===== config.mk =====
export PLATFORM = sky130hd
export DESIGN_NAME = uart_rx
export DESIGN_NICKNAME = d
export VERILOG_FILES = /design/src/rtl/uart_rx_pkg.sv /design/src/rtl/rx_baud_tick.sv /design/src/rtl/uart_rx.sv
export SDC_FILE = /design/constraint.sdc
export NUM_CORES = 1
export LEC_CHECK = 0
export ABC_AREA = 0
export CORE_MARGIN = 3
export CORE_UTILIZATION = 49
export DETAILED_ROUTE_END_ITERATION = 16
export HOLD_SLACK_MARGIN = 0.1
export PLACE_DENSITY = 0.73
export SLEW_MARGIN = 20
export SYNTH_ARGS = -nofsm -noshare
export SYNTH_HDL_FRONTEND = slang
export SYNTH_SLANG_ARGS = --single-unit

===== constraint.sdc =====
create_clock -name clk -period 2.5 [get_ports clk]
set_input_delay 0.25 -clock clk [delete_from_list [all_inputs] [get_ports clk]]
set_output_delay 0.25 -clock clk [all_outputs]
set_load 0.01 [all_outputs]

===== src/rtl/uart_rx_pkg.sv =====
// Shared definitions for the 8N1 serial receiver: frame shape, synchronizer
// depth and the receive state encoding.
package uart_rx_pkg;

  localparam int DATA_BITS  = 8;
  localparam int SYNC_DEPTH = 2;

  typedef enum logic [2:0] {
    ST_ARM   = 3'd0,
    ST_IDLE  = 3'd1,
    ST_START = 3'd2,
    ST_DATA  = 3'd3,
    ST_STOP  = 3'd4,
    ST_BREAK = 3'd5
  } rx_state_t;

  function automatic logic in_frame(input rx_state_t s);
    return (s == ST_START) || (s == ST_DATA) || (s == ST_STOP);
  endfunction

endpackage


===== src/rtl/rx_baud_tick.sv =====
// Bit-timing down-counter: load_half aims at mid start bit, load_full at the
// next bit centre; tick is high while the count sits at zero.
module rx_baud_tick #(
  parameter int BAUD = 104
) (
  input  logic clk,
  input  logic rstn,
  input  logic load_half,
  input  logic load_full,
  output logic tick
);

  localparam int CW   = (BAUD > 1) ? $clog2(BAUD) : 1;
  localparam int HALF = BAUD / 2;
  localparam logic [CW-1:0] HALF_M1 = CW'(HALF - 1);
  localparam logic [CW-1:0] FULL_M1 = CW'(BAUD - 1);

  logic [CW-1:0] cnt;

  // Holds at zero between frames rather than wrapping.
  always_ff @(posedge clk) begin
    if (!rstn)                cnt <= '0;
    else if (load_half)       cnt <= HALF_M1;
    else if (load_full)       cnt <= FULL_M1;
    else if (cnt != '0)       cnt <= cnt - 1'b1;
  end

  assign tick = (cnt == '0);

endmodule


===== src/rtl/uart_rx.sv =====
// 8N1 asynchronous receiver: synchronizes rx, centres on each bit using
// rx_baud_tick, and emits one-cycle rcv / ferr strobes per frame.
module uart_rx
  import uart_rx_pkg::*;
#(
  parameter int BAUD = 104
) (
  input  logic       clk,
  input  logic       rstn,
  input  logic       rx,
  output logic [7:0] data,
  output logic       rcv,
  output logic       ferr,
  output logic       busy
);

  localparam int ACW = $clog2(SYNC_DEPTH + 1);
  localparam int BIW = $clog2(DATA_BITS);

  logic [SYNC_DEPTH-1:0] sync;
  logic                  rx_s;
  logic [ACW-1:0]        arm_cnt;
  logic                  arm_ok;

  rx_state_t             state, state_n;
  logic [BIW-1:0]        bit_idx;
  logic [DATA_BITS-1:0]  shreg;

  logic                  tick;
  logic                  load_half, load_full;
  logic                  sample_bit, set_rcv, set_ferr, clr_idx;

  always_ff @(posedge clk) begin
    if (!rstn) sync <= '1;
    else       sync <= {sync[SYNC_DEPTH-2:0], rx};
  end

  assign rx_s = sync[SYNC_DEPTH-1];

  // rx_s only reflects the real line once the synchronizer has refilled
  // after reset; until then ARM must not trust its reset value of 1.
  always_ff @(posedge clk) begin
    if (!rstn)        arm_cnt <= '0;
    else if (!arm_ok) arm_cnt <= arm_cnt + 1'b1;
  end

  assign arm_ok = (arm_cnt == ACW'(SYNC_DEPTH));

  rx_baud_tick #(
    .BAUD (BAUD)
  ) u_tick (
    .clk       (clk),
    .rstn      (rstn),
    .load_half (load_half),
    .load_full (load_full),
    .tick      (tick)
  );

  always_ff @(posedge clk) begin
    if (!rstn) state <= ST_ARM;
    else       state <= state_n;
  end

  always_comb begin
    state_n    = state;
    load_half  = 1'b0;
    load_full  = 1'b0;
    sample_bit = 1'b0;
    set_rcv    = 1'b0;
    set_ferr   = 1'b0;
    clr_idx    = 1'b0;
    case (state)
      ST_ARM: begin
        if (arm_ok && rx_s) state_n = ST_IDLE;
      end
      ST_IDLE: begin
        if (!rx_s) begin
          state_n   = ST_START;
          load_half = 1'b1;
        end
      end
      ST_START: begin
        if (tick) begin
          if (rx_s) begin
            state_n = ST_IDLE;
          end else begin
            state_n   = ST_DATA;
            load_full = 1'b1;
            clr_idx   = 1'b1;
          end
        end
      end
      ST_DATA: begin
        if (tick) begin
          sample_bit = 1'b1;
          load_full  = 1'b1;
          if (bit_idx == BIW'(DATA_BITS - 1)) state_n = ST_STOP;
        end
      end
      ST_STOP: begin
        if (tick) begin
          if (rx_s) begin
            set_rcv = 1'b1;
            state_n = ST_IDLE;
          end else begin
            set_ferr = 1'b1;
            state_n  = ST_BREAK;
          end
        end
      end
      ST_BREAK: begin
        if (rx_s) state_n = ST_IDLE;
      end
      default: state_n = ST_ARM;
    endcase
  end

  always_ff @(posedge clk) begin
    if (!rstn)           bit_idx <= '0;
    else if (clr_idx)    bit_idx <= '0;
    else if (sample_bit) bit_idx <= bit_idx + 1'b1;
  end

  // LSB arrives first, so shift in at the top.
  always_ff @(posedge clk) begin
    if (sample_bit) shreg <= {rx_s, shreg[DATA_BITS-1:1]};
  end

  always_ff @(posedge clk) begin
    if (!rstn) begin
      data <= '0;
      rcv  <= 1'b0;
      ferr <= 1'b0;
    end else begin
      rcv  <= set_rcv;
      ferr <= set_ferr;
      if (set_rcv) data <= shreg;
    end
  end

  assign busy = in_frame(state);

endmodule


==> flow_metrics.py, run 1 <==
metrics = {
    "route": {
        "dr.pass1.iters": 4,
        "wirelength_mm": 2.58,
        "drt-initial-drc-count": 39,
        "vias": 1086,
        "ant_nets": 0,
        "wl_per_cell_microns": 13.4,
        "drc": 0,
        "routed_via_density": 5.63,
    },
    "sta": {
        "hold_viol_final": 0,
        "relSlewSlack": 0.679,
        "setup_tns_ns": 0,
        "rsz0062_at_grt": "no",
        "tightest_slew_ns": 0.480,
        "period_minus_slack_ns": 2.24,
        "clock.fmax_mhz": 445,
        "postLayoutSetupSlackWorst_ns": 0.255,
        "skew_ns": 0.00501,
        "finalSetupViolCount": 0,
        "fin_crit_sh": 0.898,
        "drv_slew": 0,
        "hold_slack_ns": 0.434,
    },
    "worst_setup_path": {
        "worstSetupPathType": "flop to flop",
        "worstPathArrival_ns": 2.48,
        "worst-endpoint-required_ns": 2.73,
        "cp-end-kind": "flop",
        "cp_top_family": "simple AND/OR/NAND/NOR gates",
        "critPathMaxFanout": 8,
        "path_cells": "inv_1 > ha_1 > or4b_4 > or2_1 > or3_4 > a32o_1",
        "cpPeakStageDelay_ns": 0.49,
        "start_kind": "flop",
        "cp_slowest_cell": "or4b_4",
        "crit_buf_inv": 1,
    },
    "yosys": {
        "syn_avg_cell_area_sq_um": 9.82,
        "synth.largest_area_cell": "dfxtp_1",
        "synthTopCellsByArea": "dfxtp_1 37%, edfxtp_1 17%, o21ai_0 4.8%, nand3_1 3.8%, ha_1 3.4%",
        "synth_seq_area_share": 0.537,
        "yosysWarnings": 0,
        "syn_inst": 148,
        "synth_common_cells": "27 x dfxtp_1, 14 x o21ai_0, 13 x nand2_1, 11 x nand3_1",
        "async_flop_share": 0,
        "yosys.cell_count.top_type": "dfxtp_1",
        "synth.distinct_cells": 39,
        "synth_edf_count": 8,
        "ys_ff_latch": 35,
        "synth_top_area_frac": 0.372,
        "synthFlopType": "dfxtp_1",
        "synth.net_count": 155,
        "syn_area_sq_mm": 0.00145,
    },
    "floorplanning": {
        "core_area_sq_mm": 0.00278,
        "core.rowCount": 19,
        "die_area_sq_mm": 0.00365,
        "die_h_microns": 60.4,
        "initial_core_util": 0.522,
        "dieWidth_microns": 60.4,
        "ios": 14,
    },
    "cts": {
        "cts_sinks": 35,
        "post_cts_buffers": 0,
        "cts_tree": "yes",
        "ctsHoldBuffers": 0,
        "clk_pin_slew_ns": 0.10,
        "cts_resized": 0,
        "htree_num_levels": 2,
        "cts-root-buf": "clkbuf_4",
        "clk_latency_ns": 0.33,
        "numCtsBuffers": 5,
        "cts_buffer_depth": 2,
    },
    "layout": {
        "seq_area_sq_um": 781,
        "multi_input_area_sq_um": 606,
        "final_core_utilization": 0.590,
        "nets": 168,
        "drive_above_1_share": 0.0679,
        "antennaDiodeCount": 0,
        "num-fill-cells": 254,
        "syn2layout_area_growth_pct": 13.0,
    },
    "pwr": {
        "p_leak_nw": 0.626,
        "power.density_mw_per_mm2": 810,
        "ir_drop_mv": 0.598,
    },
    "run": {
        "max_cap_violations": 0,
    },
    "global_route": {
        "grt.overflow.total": 0,
        "antenna_found_initial": 0,
        "grt_pass1_vias": 971,
        "grt_first_pass_wirelength_mm": 4.35,
        "gr-usage-all-layers": 0.164,
        "grt_start_max_net_pins": 18,
    },
    "place": {
        "dp_hpwl_mm": 1.88,
        "globalplace.congestion": 0.836,
        "port-buffer-count": 13,
        "pre_cts_ws_ns": 0.267,
    },
    "outcome": {
        "status": "completed",
    },
    "min_path": {
        "hp-class": "flop to flop",
    },
}
stage by stage:
step	instances	power, mW	instance area (sq um)
3_5_place_dp	185	1.07	1590
4_1_cts	193	1.35	1640
6_report	193	1.33	1640
2_1_floorplan	148	1.02	1450
3_3_place_gp	185	1.05	1590
5_1_grt	193	1.42	1640
kinds of logic after synthesis:
family | after synthesis | share of synthesized area
fa+ha+maj | 4 | 0.0345
buf+inv | 15 | 0.0456
simple gates | 60 | 0.219
compound gates | 30 | 0.139
xor+xnor | 3 | 0.0181
flops | 35 | 0.537
mux | 1 | 0.00689
power by group:
part | internal, mW | switching [mW]
combinational | 0.172 | 0.190
sequential | 0.632 | 0.0599
clock | 0.104 | 0.172
total | 0.908 | 0.422
routing by layer:
| metal | track usage | vias to the layer above | part of all wire |
|---|---|---|---|
| li1 | - | 553 | - |
| met4 | 0.0743 | 0 | 0.018 |
| met2 | 0.272 | 22 | 0.48 |
| met1 | 0.191 | 504 | 0.45 |
| met5 | 0 | - | 0 |
| met3 | 0.0574 | 7 | 0.049 |
worst register-to-register path: cells and delay by family, from the launching register on:
| family | cells | cell delay, ns |
|---|---|---|
| AOI/OAI and AO/OA | 1 | 0.28 |
| adders and majority gates | 1 | 0.19 |
| buffers and inverters | 1 | 0.07 |
| DFF | 1 | 0.35 |
| and+or+nand+nor | 3 | 1.27 |
sequential cells by signal, summed over array words and instances, names as in the netlist:
signal      cells
state           3
arm_cnt         2
rcv             1
data            8
sync            2
ferr            1
shreg           8
bit_idx         3
u_tick.cnt      7
area by class of cell:
type / instances / area share
Tap cell: 31 / 0.0236
Clock buffer: 6 / 0.0252
Inverter: 6 / 0.0137
Clock inverter: 2 / 0.00457
Timing Repair Buffer: 15 / 0.0884
Sequential cell: 35 / 0.476
Multi-Input combinational cell: 98 / 0.369
cell usage in the layout, fill, tap and decap left out, types with 2 or more instances in the layout:
master and n:
a21oi_1 2, a32o_1 3, and3_1 3, buf_4 2, clkbuf_4 5, clkdlybuf4s50_1 13, clkinv_1 2, dfxtp_1 27
edfxtp_1 8, ha_1 4, inv_1 6, nand2_1 13, nand2b_1 5, nand3_1 11, nor2_1 9, nor3_1 9
o21ai_0 14, o31a_1 3, xnor2_1 2
path summary, 6_finish.rpt:
| check | slack, ns | to | cells past startpoint | from |
|---|---|---|---|---|
| setup reg to reg | 0.26 | bit_idx[1]$_SDFFE_PP0P_ | 6 | u_tick.cnt[0]$_SDFFE_PN0P_ |
| setup / recovery | 0.26 | bit_idx[1]$_SDFFE_PP0P_ | 6 | u_tick.cnt[0]$_SDFFE_PN0P_ |
| hold / removal | 0.43 | sync[1]$_SDFF_PN1_ | 1 | sync[0]$_SDFF_PN1_ |
| hold reg to reg | 0.43 | sync[1]$_SDFF_PN1_ | 1 | sync[0]$_SDFF_PN1_ |
Note: power is estimated with default switching activity, not from simulation.
==> run 2: changes to the inputs <==
--- a/config.mk
+++ b/config.mk
@@ -6,7 +6,6 @@
 export NUM_CORES = 1
 export LEC_CHECK = 0
 export ABC_AREA = 0
-export CORE_MARGIN = 3
 export CORE_UTILIZATION = 49
 export DETAILED_ROUTE_END_ITERATION = 16
 export HOLD_SLACK_MARGIN = 0.1
==> constraint.sdc (replaced) <==
create_clock -name clk -period 2.5 [get_ports clk]
set_input_delay 0.5 -clock clk [delete_from_list [all_inputs] [get_ports clk]]
set_output_delay 0.5 -clock clk [all_outputs]
set_load 0.01 [all_outputs]
==> run 2 against run 1 <==
Net effect: sequential share of layout area about the same; non-clock buffer count unchanged; final area about the same; worst hold slack got worse by 0.0032 ns; largest cell class unchanged; highest routed layer unchanged.
==> flow_metrics.py, run 2 (synthesis results as in run 1) <==
metrics = {
    "min_path": {
        "hp-class": "flop to flop",
        "min_to": "sync[1]$_SDFF_PN1_",
        "min_path_cells": 1,
        "hp-start": "sync[0]$_SDFF_PN1_",
    },
    "sta": {
        "clock.fmax_mhz": 418,
        "period_minus_slack_ns": 2.39,
        "rsz0062_at_grt": "no",
        "relSlewSlack": 0.679,
        "finalSetupViolCount": 0,
        "setup_tns_ns": 0,
        "hold_viol_final": 0,
        "tightest_slew_ns": 0.480,
        "drv_slew": 0,
        "skew_ns": 0.00700,
        "hold_slack_ns": 0.431,
        "fin_crit_sh": 0.957,
    },
    "cts": {
        "clk_latency_ns": 0.33,
        "ctsHoldBuffers": 0,
        "cts-root-buf": "clkbuf_4",
        "cts_tree": "yes",
        "cts_resized": 0,
        "cts_sinks": 35,
        "post_cts_buffers": 0,
        "cts_buffer_depth": 2,
        "clk_pin_slew_ns": 0.10,
        "numCtsBuffers": 5,
        "htree_num_levels": 2,
    },
    "route": {
        "drt-initial-drc-count": 31,
        "top_layer": "met4",
        "wl_per_cell_microns": 13.3,
        "wl_met2_mm": 1.21,
        "met1_length_mm": 1.15,
        "vias": 1100,
        "wl_met3_microns": 113,
        "ant_nets": 0,
        "routed_via_density": 5.70,
        "wirelength_mm": 2.57,
        "drc": 0,
        "dr.pass1.iters": 4,
    },
    "pwr": {
        "ir_drop_mv": 0.613,
        "swShare": 0.318,
        "p_comb_frac": 0.272,
        "switching_power_mw": 0.425,
        "p_int_mw": 0.913,
        "power.density_mw_per_mm2": 815,
        "p_leak_nw": 0.628,
        "power_frac_clock": 0.212,
        "seq_power_share": 0.516,
    },
    "layout": {
        "layout_common_cells": "27 x dfxtp_1, 14 x o21ai_0, 13 x nand2_1, 13 x clkdlybuf4s50_1, 11 x nand3_1",
        "stdcell_count": 193,
        "nets": 168,
        "mostFrequentLayoutCell": "dfxtp_1",
        "reg_top3": "data x8, shreg x8, u_tick.cnt x7",
        "syn2layout_area_growth_pct": 13.1,
        "drive_above_1_share": 0.0741,
        "antennaDiodeCount": 0,
        "fin_area_sq_mm": 0.00164,
    },
    "floorplanning": {
        "die_h_microns": 56.4,
        "die_area_sq_mm": 0.00319,
        "core_area_sq_mm": 0.00278,
        "initial_core_util": 0.522,
        "core.rowCount": 19,
        "dieWidth_microns": 56.4,
        "ios": 14,
    },
    "worst_setup_path": {
        "start_kind": "flop",
        "worst-endpoint-required_ns": 2.00,
        "ff2ff_setup_slack_ns": 0.25,
        "r2r-start": "u_tick.cnt[0]$_SDFFE_PN0P_",
        "r2r_cells": 6,
        "worstPathArrival_ns": 1.89,
        "r2r-end": "bit_idx[2]$_SDFFE_PP0P_",
        "worstSetupPathType": "flop to output pin",
        "cp-end-kind": "output pin",
        "critPathMaxFanout": 10,
    },
    "global_route": {
        "grt.overflow.total": 0,
        "gr-usage-all-layers": 0.192,
        "grt_start_max_net_pins": 18,
        "antenna_found_initial": 0,
        "grt_first_pass_wirelength_mm": 4.61,
        "grt_pass1_vias": 1051,
    },
    "place": {
        "dp_hpwl_mm": 1.78,
        "globalplace.congestion": 0.813,
        "postPlaceCellArea_sq_mm": 0.00159,
        "port-buffer-count": 13,
        "dp.cells": 185,
    },
    "outcome": {
        "status": "completed",
    },
    "run": {
        "max_cap_violations": 0,
    },
}
-- run 2: cell count changes in the layout (fill, tap and decap cells not counted) --
cell      previous run  this run
clkbuf_1             1         2
clkinv_1             2         0
clkinv_2             0         1
-- run 2: metal layers --
metal,global-route usage,vias to the layer above
met2,0.308,25
met1,0.223,512
li1,-,554
met4,0.108,0
met5,0,-
met3,0.0645,9
-- run 2: critical path, stage by stage (launching register included) --
cell	delay (ns)
dfxtp_1	0.53
nor3b_1	0.37
a21o_1	0.14
clkdlybuf4s50_1	0.53
-- run 2: worst max-delay path by stage --
stage	from	to
after floorplan	u_tick.cnt[0]$_SDFFE_PN0P_	shreg[0]$_DFFE_PP_
after global placement	u_tick.cnt[0]$_SDFFE_PN0P_	bit_idx[2]$_SDFFE_PP0P_
after detailed placement	u_tick.cnt[0]$_SDFFE_PN0P_	data[1]$_SDFFE_PN0P_
after CTS	state[2]$_SDFFE_PN0P_	busy
after global routing	state[2]$_SDFFE_PN0P_	busy
final	state[2]$_SDFFE_PN0P_	busy
-- run 2: final cells by class --
| cell class | instances | area (sq um) |
|---|---|---|
| Clock inverter | 1 | 5.00 |
| Fill cell | 260 | 1140 |
| Timing Repair Buffer | 15 | 145 |
| Tap cell | 31 | 38.8 |
| Inverter | 6 | 22.5 |
| Sequential cell | 35 | 781 |
| Multi-Input combinational cell | 98 | 606 |
| Clock buffer | 7 | 45.0 |
-- run 2: power groups by stage --
stage          registers, mW  clock network (mW)  logic, mW
2_1_floorplan          0.680                   0      0.339
5_1_grt                0.701               0.321      0.419
6_report               0.691               0.284      0.364
3_3_place_gp           0.699                   0      0.349
4_1_cts                0.690               0.297      0.366
3_5_place_dp           0.702                   0      0.361
-- run 2: metrics by stage --
stage / util / power (mW) / setup slack (ns)
after floorplan: - / 1.02 / 0.0522
after global placement: 0.573 / 1.05 / 0.322
after detailed placement: 0.573 / 1.06 / 0.261
after CTS: 0.591 / 1.35 / 0.0914
after global routing: 0.591 / 1.44 / 0.00602
final: 0.591 / 1.34 / 0.108
==> run 3: changes to the inputs <==
--- a/config.mk
+++ b/config.mk
@@ -6,10 +6,9 @@
 export NUM_CORES = 1
 export LEC_CHECK = 0
 export ABC_AREA = 0
-export CORE_UTILIZATION = 49
+export CORE_UTILIZATION = 24
 export DETAILED_ROUTE_END_ITERATION = 16
 export HOLD_SLACK_MARGIN = 0.1
-export PLACE_DENSITY = 0.73
 export SLEW_MARGIN = 20
 export SYNTH_ARGS = -nofsm -noshare
 export SYNTH_HDL_FRONTEND = slang
==> run 3 against run 2 <==
Net effect: critical path depth stayed put; first-iteration DRC count rose by 87%; clock skew shrank 0.0036 ns; combinational power down 1%; worst hold slack worse by 0.019 ns; clock power is 110% higher; register-to-register slack gained 0.02 ns; maximum frequency increased by 2.6%; global-route usage down 9.9 points; worst setup slack better by 0.062 ns; final area up 8.6%.
==> flow_metrics.py, run 3 (synthesis results as in run 1) <==
metrics = {
    "sta": {
        "hold_viol_final": 0,
        "drv_slew": 0,
        "clock.fmax_mhz": 429,
        "fin_crit_sh": 0.932,
        "hold_slack_ns": 0.412,
        "setup_tns_ns": 0,
        "relSlewSlack": 0.671,
        "rsz0062_at_grt": "no",
        "skew_ns": 0.00345,
        "finalSetupViolCount": 0,
        "tightest_slew_ns": 0.493,
        "postLayoutSetupSlackWorst_ns": 0.169,
        "period_minus_slack_ns": 2.33,
    },
    "cts": {
        "clk_latency_ns": 0.28,
        "cts_tree": "yes",
        "cts_buffer_depth": 2,
        "cts-root-buf": "clkbuf_8",
        "cts_resized": 0,
        "post_cts_buffers": 0,
        "ctsHoldBuffers": 0,
        "numCtsBuffers": 5,
        "htree_num_levels": 2,
        "clk_pin_slew_ns": 0.07,
        "cts_sinks": 35,
    },
    "outcome": {
        "status": "completed",
    },
    "route": {
        "vias": 1083,
        "drc": 0,
        "dr.pass1.iters": 4,
        "ant_nets": 0,
        "routed_via_density": 4.61,
        "drt-initial-drc-count": 58,
        "wirelength_mm": 2.63,
        "wl_per_cell_microns": 11.2,
    },
    "global_route": {
        "grt.overflow.total": 0,
        "gr-usage-met1": 0.122,
        "grtUsageMet3": 0.0366,
        "grt.busiest_layer": "met2",
        "grt_start_max_net_pins": 18,
        "gr-usage-all-layers": 0.0927,
        "grt_pass1_vias": 941,
        "antenna_found_initial": 0,
        "grt_first_pass_wirelength_mm": 4.49,
        "grt_util_met2": 0.132,
    },
    "worst_setup_path": {
        "worstPathArrival_ns": 1.83,
        "worst-endpoint-required_ns": 2.00,
        "worstSetupPathType": "flop to output pin",
        "start_kind": "flop",
        "cp-end-kind": "output pin",
        "path_cells": "nor3b_1 > a21o_1 > clkdlybuf4s50_1",
        "cpPeakStageDelay_ns": 0.54,
        "cp_slowest_cell": "clkdlybuf4s50_1",
        "critPathMaxFanout": 10,
    },
    "floorplanning": {
        "die_area_sq_mm": 0.00637,
        "initial_core_util": 0.256,
        "core.rowCount": 27,
        "core_area_sq_mm": 0.00568,
        "ios": 14,
        "die_h_microns": 79.8,
        "dieWidth_microns": 79.8,
    },
    "layout": {
        "nets": 169,
        "stdcell_count": 235,
        "antennaDiodeCount": 0,
        "layout_common_cells": "27 x dfxtp_1, 14 x o21ai_0, 13 x nand2_1, 13 x clkdlybuf4s50_1, 11 x nand3_1",
        "final_core_utilization": 0.314,
        "reg_top3": "data x8, shreg x8, u_tick.cnt x7",
        "num-fill-cells": 609,
        "mostFrequentLayoutCell": "dfxtp_1",
        "drive_above_1_share": 0.0859,
        "fin_area_sq_mm": 0.00178,
        "syn2layout_area_growth_pct": 22.8,
    },
    "place": {
        "pre_cts_ws_ns": 0.259,
        "dp.cells": 227,
        "dp_hpwl_mm": 1.84,
        "postPlaceCellArea_sq_mm": 0.00165,
        "globalplace.congestion": 0.814,
        "port-buffer-count": 13,
    },
    "pwr": {
        "power.density_mw_per_mm2": 923,
        "ir_drop_mv": 0.312,
        "power_mw": 1.65,
        "p_leak_nw": 0.669,
    },
    "run": {
        "max_cap_violations": 0,
    },
    "min_path": {
        "hp-class": "flop to flop",
    },
}
## run 3: cell types whose count changed in the layout (fill, tap and decap cells not counted), sizes merged
| cell | previous run | this run |
|---|---|---|
| bufinv | 0 | 2 |
| clkinv | 1 | 0 |
| clkbuf | 7 | 6 |
| buf | 2 | 3 |
## run 3: path summary, 6_finish.rpt
check | start | end | slack [ns] | depth (start not counted)
setup reg to reg | u_tick.cnt[0]$_SDFFE_PN0P_ | bit_idx[1]$_SDFFE_PP0P_ | 0.27 | 6
hold / removal | sync[0]$_SDFF_PN1_ | sync[1]$_SDFF_PN1_ | 0.41 | 1
hold reg to reg | sync[0]$_SDFF_PN1_ | sync[1]$_SDFF_PN1_ | 0.41 | 1
setup / recovery | state[2]$_SDFFE_PN0P_ | busy | 0.17 | 3
## run 3: cell type report
cell class                 instances  area (sq um)  area share
clock buffer                       6          72.6      0.0407
clock inverter                     2          60.1      0.0337
inverter                           6          22.5      0.0126
multi-input combinational         98           606       0.339
sequential                        35           781       0.438
tap                               72          90.1      0.0505
timing repair buffer              16           153      0.0856
## run 3: metal layers
| layer | wire length, microns | share of wire |
|---|---|---|
| met1 | 1370 | 0.52 |
| met2 | 1070 | 0.41 |
| met3 | 152 | 0.058 |
| met4 | 34 | 0.013 |
| met5 | 0 | 0 |
## run 3: worst max-delay path: cells and delay by family (launching register included)
family                 cells  cell delay (ns)
flip-flops                 1             0.51
AND/OR/NAND/NOR            1             0.36
AO/OA/AOI/OAI              1             0.14
buffers and inverters      1             0.54
## run 3: report_power, final
group	switching [mW]	internal, mW
registers	0.0594	0.632
clock network	0.198	0.399
logic	0.187	0.172
total	0.444	1.20
